[src/rtl/rtst32_pkg.sv]
// rtst32_pkg: constants shared by the shift-right-logical unit.
//   WIDTH   operand / result width (fixed at 32)
//   SHW     shift-amount field width, log2(WIDTH)
//   alu_op_e  ALU opcode set; the result mux selects the rtst32 output on ALU_SRL.
package rtst32_pkg;

  localparam int WIDTH = 32;
  localparam int SHW   = 5;

  typedef enum logic [3:0] {
    ALU_ADD = 4'h0,
    ALU_SUB = 4'h1,
    ALU_AND = 4'h2,
    ALU_OR  = 4'h3,
    ALU_XOR = 4'h4,
    ALU_SLL = 4'h5,
    ALU_SRL = 4'h6,
    ALU_SRA = 4'h7
  } alu_op_e;

endpackage : rtst32_pkg

[src/rtl/rtst32_stage.sv]
// rtst32_stage: one combinational barrel-shifter stage.
//   SH  fixed shift distance of this stage
//   d   stage input
//   en  apply the shift when 1, pass d through when 0
//   q   d >> SH (zero fill) when en, else d
module rtst32_stage
  import rtst32_pkg::*;
#(
  parameter int SH = 1
) (
  input  logic [WIDTH-1:0] d,
  input  logic             en,
  output logic [WIDTH-1:0] q
);

  assign q = en ? (d >> SH) : d;

endmodule : rtst32_stage

[src/rtl/rtst32.sv]
// rtst32: 32-bit registered logical right shifter (ALU SRL unit).
//   clk        system clock, rising edge
//   rst        synchronous active-high reset
//   in_valid   A/B sampled this cycle
//   A          value to shift (unsigned)
//   B          shift amount (unsigned, all 32 bits significant)
//   out_valid  C holds a new result (in_valid delayed one cycle)
//   C          registered A >> B; holds while in_valid is low
module rtst32
  import rtst32_pkg::*;
(
  input  logic             clk,
  input  logic             rst,
  input  logic             in_valid,
  input  logic [WIDTH-1:0] A,
  input  logic [WIDTH-1:0] B,
  output logic             out_valid,
  output logic [WIDTH-1:0] C
);

  // chain[0] is the raw operand; chain[k+1] is the output of stage k.
  logic [SHW:0][WIDTH-1:0] chain;
  logic                    overflow;
  logic [WIDTH-1:0]        c_d, c_q;
  logic                    out_valid_d, out_valid_q;

  assign chain[0] = A;

  generate
    for (genvar gi = 0; gi < SHW; gi++) begin : g_stage
      rtst32_stage #(
        .SH (1 << gi)
      ) u_stage (
        .d  (chain[gi]),
        .en (B[gi]),
        .q  (chain[gi+1])
      );
    end
  endgenerate

  // Any shift amount of WIDTH or more empties the word; it is never taken modulo WIDTH.
  assign overflow = |B[WIDTH-1:SHW];

  always_comb begin
    c_d         = c_q;
    out_valid_d = in_valid;
    if (in_valid) begin
      c_d = overflow ? '0 : chain[SHW];
    end
  end

  always_ff @(posedge clk) begin
    if (rst) begin
      c_q         <= '0;
      out_valid_q <= 1'b0;
    end else begin
      c_q         <= c_d;
      out_valid_q <= out_valid_d;
    end
  end

  assign C         = c_q;
  assign out_valid = out_valid_q;

endmodule : rtst32

[config.mk]
export PLATFORM = sky130hd
export DESIGN_NAME = rtst32
export DESIGN_NICKNAME = d
export VERILOG_FILES = /design/src/rtl/rtst32_pkg.sv /design/src/rtl/rtst32_stage.sv /design/src/rtl/rtst32.sv
export SDC_FILE = /design/constraint.sdc
export NUM_CORES = 1
export LEC_CHECK = 0
export BUFFER_PORTS_ARGS = -buffer_cell sky130_fd_sc_hd__buf_2
export CAP_MARGIN = 10
export CORE_MARGIN = 2
export CORE_UTILIZATION = 52
export DETAILED_ROUTE_END_ITERATION = 16
export PLACE_DENSITY = 0.8
export SLEW_MARGIN = 10
export SYNTH_ARGS = -nofsm -noshare
export SYNTH_HDL_FRONTEND = slang
export SYNTH_HIERARCHICAL = 1
export SYNTH_SLANG_ARGS = --single-unit
[constraint.sdc]
create_clock -name clk -period 2.61 [get_ports clk]
set_input_delay 0.522 -clock clk [delete_from_list [all_inputs] [get_ports clk]]
set_output_delay 0.522 -clock clk [all_outputs]
set_load 0.02 [all_outputs]
==> run_results.csv <==
group,metric,value,unit
run_status,status,"completed",
detailed_routing,drc,0,
setup_path,path_cells,"buf_2, buf_12, mux2_4, mux2_4, mux2_4, mux2_2, mux2_2, nand3_1, o31ai_2",
yosys,synthXorXnorAreaFrac,0,%
cells_and_area,regArea,660.6,um2
detailed_routing,ant_nets,0,
yosys,synth_top_area_cell,"mux2_4",
setup_path,r2r_setup_slack,2.00,ns
yosys,synthMuxAreaShare,47.27,%
global_routing,grt_pass1_wl,12480,um
cells_and_area,multi_input_area,2731,um2
setup_path,slowest_delay,0.32,ns
clock_network,clk_latency,0.29,ns
clock_network,cts_root_buf,"clkbuf_8",
sta,fin_crit_sh,87.37,%
setup_path,critical-path-top-delay-family,"multiplexers",
yosys,yosysWarnings,6,
sta,hold_viol,0,
floorplanning,core,6869,um2
cells_and_area,fillCellCount,599,
yosys,syn_inst,334,
cells_and_area,num_antenna_cells,0,
yosys,ys_seq_elements,33,
place,post-dp-hpwl,6055,um
place,gp_congestion,0.8673,
clock_network,clock_sinks,33,
clock_network,cts-resized-gates,0,
setup_path,cp.arrival,2.44,ns
cells_and_area,instances_no_fill,513,
setup_path,worstSetupEndpointType,"flop",
sta,slew_headroom,58.42,%
pwr,power_per_cell_area,345.1,nW/um2
min_path,holdPathStages,2,
cells_and_area,drive_gt1_share,67.87,%
global_routing,antenna_found_initial,0,
pwr,combPwrFrac,38.8,%
place,port_buffers,99,
yosys,synth_nets,401,
floorplanning,die_h,88.72,um
setup_path,critPathBufInv,2,
detailed_routing,drt-vias-per-instance,5.372,
cells_and_area,syn2layout_area_growth,13.04,%
yosys,yosysUniqueCellTypes,21,
yosys,synth_top_family_by_area,"multiplexers",
pwr,seq_power_share,34.6,%
global_routing,overflow,0,
clock_network,ctsHoldBuffers,0,
setup_path,cp_slowest_cell,"mux2_4",
floorplanning,ios,100,
sta,fin_crit,2.280,ns
global_routing,grt_pass1_vias,2601,
setup_path,reg2reg_from,"C[12]",
setup_path,start_kind,"input port",
pwr,leakagePower,1.914,nW
sta,whs,0.4535,ns
detailed_routing,vias,2756,
sta,tns,0,ns
global_routing,grt_max_degree,34,
yosys,syn_avg_cell_area,11.17,um2
pwr,p_clk_share,26.6,%
setup_path,ff2ff_path_depth,2,
sta,worst_pin_slew,0.6237,ns
global_routing,track_usage,19.86,%
run,maxCapViolations,0,
place,placed_cells,505,
detailed_routing,wl_per_cell,15.05,um
pwr,peakVddDrop,0.1909,mV
detailed_routing,routed_wl,7722,um
pwr,p_sw_share,28.92,%
setup_path,crit_required,2.77,ns
sta,max_freq,0.4385,GHz
yosys,ys_top_cells_by_area,"mux2_4, dfxtp_1, mux2_2, o31ai_2, nor2b_1",
floorplanning,fp.dieW,88.72,um
clock_network,postCtsSetupBuffers,0,
yosys,synth-compound-area-share,10.46,%
setup_path,cp-endpoint,"C[2]",
floorplanning,start_util,54.34,%
setup_path,cp_max_fo,19,
floorplanning,die_area,7871,um2
clock_network,cts_buffers,5,
clock_network,clockBufferDepth,2,
sta,clock_skew,0,ns
clock_network,ctsHtreeMaxLevel,2,
sta,rsz0062_at_grt,"false",
cells_and_area,fin_nets,483,
pwr,p_int,1.035,mW
yosys,synth_top_cell_area_share,33.39,%
yosys,synthSimpleGateAreaFrac,15.32,%
detailed_routing,drtIter0Drc,128,
sta,setup_viol_count_final,0,
setup_path,cp.depth,9,
cells_and_area,mostFrequentLayoutCell,"buf_2",
yosys,netlist_area,3732,um2
sta,finalMaxSlewViolations,0,
cells_and_area,layout_common_cells,"buf_2, mux2_4, mux2_2",
setup_path,r2r_end,"C[12]",
clock_network,tritoncts,"built",
pwr,p_sw,0.4211,mW
yosys,seq_area_frac_synth,17.70,%
detailed_routing,drt_first_pass_iters,4,
setup_path,crit_start,"B[0]",
clock_network,path_clk_slew,0.07,ns
yosys,synth_adder_area_share,0,%
setup_path,crit_top_cell,"mux2_4",
floorplanning,rows,30,
min_path,hold_class,"flop to flop",
setup_path,critical_path_class,"input port to flop",
[area by class of cell]
class,instances,share of cell area [%]
Clock buffer,5,1.631
Sequential cell,33,15.66
Clock inverter,3,0.4152
Timing Repair Buffer,109,14.71
Multi-Input combinational cell,267,64.74
Tap cell,96,2.847
[worst min path at each step]
| stage | endpoint | slack [ns] | startpoint |
|---|---|---|---|
| 6_report | C[24] | 0.45 | C[24] |
| 3_3_place_gp | C[31] | 0.44 | C[31] |
| 5_1_grt | C[24] | 0.47 | C[24] |
| 2_1_floorplan | C[29] | 0.53 | C[29] |
| 3_5_place_dp | C[31] | 0.44 | C[31] |
| 4_1_cts | C[24] | 0.46 | C[24] |
[sequential cells by signal, indices dropped and copies added (netlist names)]
register	cells
out_valid	1
C	32
[cell usage after synthesis]
library cell	number
mux2_2	46
and2b_2	2
nor3_1	1
clkbuf_1	6
buf_1	3
nand3_1	32
buf_2	5
nand4_2	1
buf_6	13
buf_12	7
nor4_1	4
o31ai_1	2
nand2_1	33
nor2_1	1
dfxtp_1	33
and2b_1	2
nor4_4	1
nor2b_1	28
o31ai_2	30
nor4_2	1
mux2_4	83
[logic make-up after synthesis]
logic type / Yosys count
muxes: 129
and+or+nand+nor: 106
buffers and inverters: 34
DFF: 33
AOI/OAI and AO/OA: 32
[worst min-delay path: stages (launching register included)]
cell and delay (ns):
dfxtp_1 0.32, nand2_1 0.06, o31ai_2 0.05
[per-layer routing]
layer  share of wire, %  vias to the layer above  routed length (um)  track usage, %
met5                  0                        -                   0               0
met4               0.88                        0                  68           3.581
met3                4.6                        6                 352           3.265
met2                 51                       79                3901           35.07
met1                 44                     1291                3400           25.63
li1                   -                     1380                   -               -
[power by group through the flow]
stage | registers (mW) | logic [mW] | clock network [mW]
floorplan | 0.517 | 0.461 | 0
global placement | 0.516 | 0.557 | 0
detailed placement | 0.516 | 0.565 | 0
CTS | 0.504 | 0.568 | 0.390
global route | 0.504 | 0.609 | 0.409
finish | 0.504 | 0.565 | 0.387
[through the flow]
stage / util (%) / area (um2) / setup WS, ns / total power, mW
2_1_floorplan: - / 3732 / 0.2262 / 0.9775
3_3_place_gp: 60.16 / 4133 / 0.02605 / 1.073
3_5_place_dp: 60.16 / 4133 / 0.004638 / 1.081
4_1_cts: 61.42 / 4219 / 0.3155 / 1.461
5_1_grt: 61.42 / 4219 / 0.2725 / 1.521
6_report: 61.42 / 4219 / 0.3297 / 1.456
No activity file was read; power rests on OpenSTA's default activity.
